$ cat config.mk
export PLATFORM = sky130hd
export DESIGN_NAME = fft_peak_finder
export DESIGN_NICKNAME = d
export VERILOG_FILES = /design/src/rtl/fft_peak_finder.sv
export SDC_FILE = /design/constraint.sdc
export NUM_CORES = 2
export LEC_CHECK = 0
export BUFFER_PORTS_ARGS = -buffer_cell sky130_fd_sc_hd__buf_2
export CAP_MARGIN = 40
export CELL_PAD_IN_SITES_DETAIL_PLACEMENT = 0
export CELL_PAD_IN_SITES_GLOBAL_PLACEMENT = 1
export CORE_UTILIZATION = 46
export DETAILED_ROUTE_END_ITERATION = 12
export PLACE_DENSITY_LB_ADDON = 0.1
export REMOVE_ABC_BUFFERS = 1
export SLEW_MARGIN = 20
export SYNTH_ARGS = -nofsm -noshare
export SYNTH_HDL_FRONTEND = slang
export SYNTH_SLANG_ARGS = --single-unit
$ cat constraint.sdc
create_clock -name clk_in -period 6.96 [get_ports clk_in]
set_input_delay 2.088 -clock clk_in [delete_from_list [all_inputs] [get_ports clk_in]]
set_output_delay 2.088 -clock clk_in [all_outputs]
set_load 0.1 [all_outputs]
$ cat src/rtl/fft_peak_finder.sv
// fft_peak_finder: streaming |X|^2 peak and energy tracker for one FFT frame.
// Takes one complex bin per valid cycle, squares it over a three-stage
// pipeline, tracks the strongest bin and the summed energy inside
// [MIN_BIN, MAX_BIN], and emits one registered result per frame.
// Ports:
//   clk_in, rst_in     clock and synchronous active-high reset
//   fft_valid_in       a bin is present on fft_data_in
//   fft_last_in        marks the final bin of the frame
//   fft_data_in        {re[31:16], im[15:0]}, two's-complement
//   fft_ready_out      always 1, the block never stalls
//   peak_valid_out     one-cycle pulse: peak/energy outputs are new
//   peak_bin_out       index of the strongest in-window bin
//   peak_mag_out       re^2+im^2 of that bin
//   frame_energy_out   sum of re^2+im^2 over the window
//   frame_err_out      one-cycle pulse: frame length was not NFFT
module fft_peak_finder #(
  parameter int unsigned NFFT    = 1024,
  parameter int unsigned BIN_W   = 10,
  parameter int unsigned MIN_BIN = 1,
  parameter int unsigned MAX_BIN = 511
) (
  input  logic                  clk_in,
  input  logic                  rst_in,
  input  logic                  fft_valid_in,
  input  logic                  fft_last_in,
  input  logic [31:0]           fft_data_in,
  output logic                  fft_ready_out,
  output logic                  peak_valid_out,
  output logic [BIN_W-1:0]      peak_bin_out,
  output logic [31:0]           peak_mag_out,
  output logic [BIN_W+31:0]     frame_energy_out,
  output logic                  frame_err_out
);

  localparam int unsigned EN_W = BIN_W + 32;
  localparam logic [BIN_W-1:0] LAST_BIN = BIN_W'(NFFT - 1);
  localparam logic [BIN_W-1:0] MIN_B    = BIN_W'(MIN_BIN);
  localparam logic [BIN_W-1:0] MAX_B    = BIN_W'(MAX_BIN);

  // Per-sample tags that travel alongside the datapath.
  typedef struct packed {
    logic             last;   // sample closes the frame (good or bad)
    logic             err;    // frame closed with the wrong length
    logic             first;  // bin 0 of a frame
    logic             win;    // bin lies inside the search window
    logic [BIN_W-1:0] bin;
  } tag_t;

  logic [BIN_W-1:0] bin_cnt;
  logic             at_end;
  tag_t             in_tag;

  logic               s1_valid, s2_valid, s3_valid;
  tag_t               s1_tag, s2_tag, s3_tag;
  logic signed [15:0] s1_re, s1_im;
  logic [31:0]        s2_re2, s2_im2;
  logic [31:0]        s3_mag;
  logic signed [31:0] re_sq, im_sq;

  logic [31:0]      best_mag, best_mag_n, base_mag;
  logic [BIN_W-1:0] best_bin, best_bin_n, base_bin;
  logic [EN_W-1:0]  energy, energy_n, base_energy;

  assign fft_ready_out = 1'b1;

  // Input tagging: a frame ends on last or on reaching bin NFFT-1; a mismatch is an error.
  always_comb begin
    at_end       = (bin_cnt == LAST_BIN);
    in_tag.last  = fft_last_in | at_end;
    in_tag.err   = fft_last_in ^ at_end;
    in_tag.first = (bin_cnt == '0);
    in_tag.win   = (bin_cnt >= MIN_B) && (bin_cnt <= MAX_B);
    in_tag.bin   = bin_cnt;
  end

  // Squares: (-32768)^2 = 2^30 still fits the signed 32-bit product.
  always_comb begin
    re_sq = 32'(s1_re) * 32'(s1_re);
    im_sq = 32'(s1_im) * 32'(s1_im);
  end

  // Running max/energy; a first-bin sample restarts both so frames in flight stay isolated.
  always_comb begin
    base_mag    = s3_tag.first ? '0    : best_mag;
    base_bin    = s3_tag.first ? MIN_B : best_bin;
    base_energy = s3_tag.first ? '0    : energy;
    best_mag_n  = base_mag;
    best_bin_n  = base_bin;
    energy_n    = base_energy;
    if (s3_tag.win) begin
      energy_n = base_energy + EN_W'(s3_mag);
      if (s3_mag > base_mag) begin  // strict: ties keep the lower bin
        best_mag_n = s3_mag;
        best_bin_n = s3_tag.bin;
      end
    end
  end

  // Control state: counter, stage valids (drain every cycle) and output registers.
  always_ff @(posedge clk_in) begin
    if (rst_in) begin
      bin_cnt          <= '0;
      s1_valid         <= 1'b0;
      s2_valid         <= 1'b0;
      s3_valid         <= 1'b0;
      peak_valid_out   <= 1'b0;
      frame_err_out    <= 1'b0;
      peak_bin_out     <= '0;
      peak_mag_out     <= '0;
      frame_energy_out <= '0;
    end else begin
      s1_valid       <= fft_valid_in;
      s2_valid       <= s1_valid;
      s3_valid       <= s2_valid;
      peak_valid_out <= s3_valid & s3_tag.last & ~s3_tag.err;
      frame_err_out  <= s3_valid & s3_tag.last & s3_tag.err;
      if (fft_valid_in) begin
        bin_cnt <= in_tag.last ? '0 : bin_cnt + BIN_W'(1);
      end
      if (s3_valid && s3_tag.last && !s3_tag.err) begin
        peak_bin_out     <= best_bin_n;
        peak_mag_out     <= best_mag_n;
        frame_energy_out <= energy_n;
      end
    end
  end

  // Datapath registers: loaded only with a valid sample, qualified by the valids above.
  always_ff @(posedge clk_in) begin
    if (fft_valid_in) begin
      s1_tag <= in_tag;
      s1_re  <= fft_data_in[31:16];
      s1_im  <= fft_data_in[15:0];
    end
    if (s1_valid) begin
      s2_tag <= s1_tag;
      s2_re2 <= re_sq;
      s2_im2 <= im_sq;
    end
    if (s2_valid) begin
      s3_tag <= s2_tag;
      s3_mag <= s2_re2 + s2_im2;
    end
    if (s3_valid) begin
      best_mag <= best_mag_n;
      best_bin <= best_bin_n;
      energy   <= energy_n;
    end
  end

endmodule

==> impl_metrics.ini <==
[clocking]
cts_buffers = 42
insertion_delay_ns = 0.57
cts_tree = done
cts-hold-fix-buffers = 0
cts_buffer_depth = 3
cts_sinks = 351
path_clk_slew_ns = 0.06
cts-root-buf = clkbuf_16
htree_num_levels = 2

[placement]
dp_slack_ns = 0.181
dp_hpwl_um = 64100
dp_cells = 4439
portBuffers = 121
routabilityCongestion = 0.912

[synth]
netlist.area_leader.share = 0.273
syn_area_per_cell_um2 = 10.1
synth_edf_count = 252
synth_warnings = 0
synth_top_family_by_area = adder cells
yosysTopAreaCell = fa_1
synthXorXnorAreaFrac = 0.0395
synth.cell_area_um2 = 34400
ys_types = 85
synthMuxAreaShare = 0.0193
synth_area_leaders = fa_1, edfxtp_1, ha_1
synth_compound_area_frac = 0.0853
yosys.area_share.simple = 0.116
async_reset_ff_frac = 0
ys_ff_latch = 351
postSynthCellCount = 3387
yosys.area_share.adder = 0.375
ys_seq_area_frac = 0.278
yosys_most_used_dff = edfxtp_1

[routing]
drtPass1Iterations = 7
routed_wl_um = 78100
drc = 0
via_per_inst = 5.12
ant_nets = 0
drtIter0Drc = 1147
routedWlPerCell_um = 17.3
routed-via-count = 23170

[sta]
relSlewSlack = 0.453
fmax_ghz = 0.150
final.setup.worst_slack_ns = 0.273
worst-slew-pin-transition_ns = 0.820
setup_violations = 0
rsz0062_at_grt = no
final_max_slew_viol_count = 0
min_period_over_period = 0.961
fin_crit_ns = 6.69
fin_hold_ws_ns = 0.416
final_hold_viol_count = 0
finalClockSkew_ns = 0.0175
tns_ns = 0

[worst_setup_path]
startpoint = s1_re[6]
cp_slowest_cell = edfxtp_1
r2r_setup_slack_ns = 0.27
cp.arrival_ns = 7.00
cp_max_fo = 11
slowest_delay_ns = 0.62
endpoint_kind = flop
r2r_end = s2_re2[30]
criticalPathCategory = reg -> reg
start_kind = flop
path_buf_inv = 4
critical_path_required_ns = 7.27
path_delay_family = adder cells
critical_path.cell_chain = buf_4 > nand2_1 > fa_1 > fa_1 > fa_1 > inv_1 > fa_1 > fa_1 > inv_1 > fa_1 > inv_1 > ha_1 > a21o_1 > a21o_1 > a21oi_1 > o21ai_0 > or4_1 > o21a_1 > a211oi_1 > o21bai_1 > xor2_1
rr_worst_depth = 21
worst-path-stages = 21
crit_end = s2_re2[30]
cp_common_cell = fa_1
r2r_start = s1_re[6]

[die]
row_count = 99
ioPinCount = 123
die_h_um = 275
fp.dieW_um = 275
start_util = 0.468
die_area_um2 = 75800
core_area_um2 = 73500

[cells_and_area]
fillCellCount = 6707
instances_no_fill = 4528
drive_above_1_share = 0.0930
num_antenna_cells = 0
areaGrowthSynthToFinish_pct = 10.4
final_common_cell = inv_1
final_cell_mix = inv_1, fa_1, ha_1, nand2_1, edfxtp_1
seqCellArea_um2 = 9560
nNetsFinal = 4320
multi_input_area_um2 = 21900

[global_route]
grt_pass1_wl_um = 128000
grt_pass1_vias = 24833
grt_max_degree = 70
overflow = 0
antenna_found_initial = 1
grt_use_total = 0.214

[min_path]
hold_class = reg -> reg

[flow_run]
drv_cap = 0

[outcome]
status = completed
cell families after synthesis:
logic type / count (synthesis)
xor+xnor: 155
fa+ha+maj: 749
buf+inv: 787
compound gates: 431
other cells: 1
flops: 351
simple gates: 850
mux: 63
state kept, by name, indices dropped and copies added (netlist names), 16 cells and up:
signal	cells
energy	42
s1_im	16
s1_re	16
s2_re2	31
peak_mag_out	32
best_mag	32
s2_im2	31
frame_energy_out	42
s3_mag	32
cell type report:
cell class	instances	share of cell area
multi-input combinational	2249	0.577
sequential	351	0.252
inverter	683	0.0675
timing repair buffer	208	0.0357
tap	959	0.0316
clock buffer	52	0.0301
clock inverter	26	0.00672
Yosys cell counts (3+ instances only):
library cell / count
a211o_1: 4
a211oi_1: 14
a211oi_2: 4
a21o_1: 62
a21oi_1: 123
a22o_1: 3
a311oi_1: 11
a31o_1: 3
a31o_2: 12
a31oi_1: 9
a41o_1: 3
and2_1: 78
and3_1: 18
and4_1: 3
buf_1: 7
buf_6: 4
clkbuf_1: 91
dfxtp_1: 99
edfxtp_1: 252
fa_1: 468
ha_1: 281
inv_1: 683
mux2_1: 9
mux2_2: 18
mux2i_1: 36
nand2_1: 268
nand2b_1: 58
nand3_1: 34
nand4_1: 14
nor2_1: 250
nor2b_1: 66
nor3_1: 24
nor3b_1: 4
nor4_1: 4
o2111ai_1: 4
o211ai_1: 11
o21a_1: 70
o21ai_0: 42
o21ai_1: 14
o21bai_1: 5
o31ai_1: 5
or2_2: 6
or3_1: 11
xnor2_1: 113
xor2_1: 42
through the flow:
step / instance area [µm²] / utilization
after floorplan: 34000 / -
after global placement: 36300 / 0.495
after detailed placement: 36400 / 0.496
after CTS: 37800 / 0.515
after global routing: 38000 / 0.517
final: 38000 / 0.517
how the worst min path moves through the flow:
stage          depth (start not counted)       start    endpoint  slack [ns]
4_1_cts                                0   s2_tag[1]   s3_tag[1]        0.42
3_3_place_gp                           0   s2_tag[9]   s3_tag[9]        0.40
6_report                               0   s2_tag[4]   s3_tag[4]        0.42
5_1_grt                                0  s1_tag[11]  s2_tag[11]        0.42
3_5_place_dp                           0   s2_tag[1]   s3_tag[1]        0.40
2_1_floorplan                          0   s1_tag[0]   s2_tag[0]        0.40
routing by layer:
| layer | vias to the layer above | GRT usage | part of all wire |
|---|---|---|---|
| met2 | 380 | 0.387 | 0.52 |
| met5 | - | 0 | 0 |
| met4 | 0 | 0.0595 | 0.026 |
| met3 | 105 | 0.0244 | 0.033 |
| li1 | 11119 | - | - |
| met1 | 11566 | 0.269 | 0.42 |
repair_timing:
action / CTS / global route
setup endpoints to repair: 0 / 7
gates resized for setup: 0 / 6
hold endpoints to repair: 0 / 0
setup buffers: 0 / 10
Power is not shown: default switching activity piles up to over one toggle a cycle in this logic, so the estimate is an artifact.
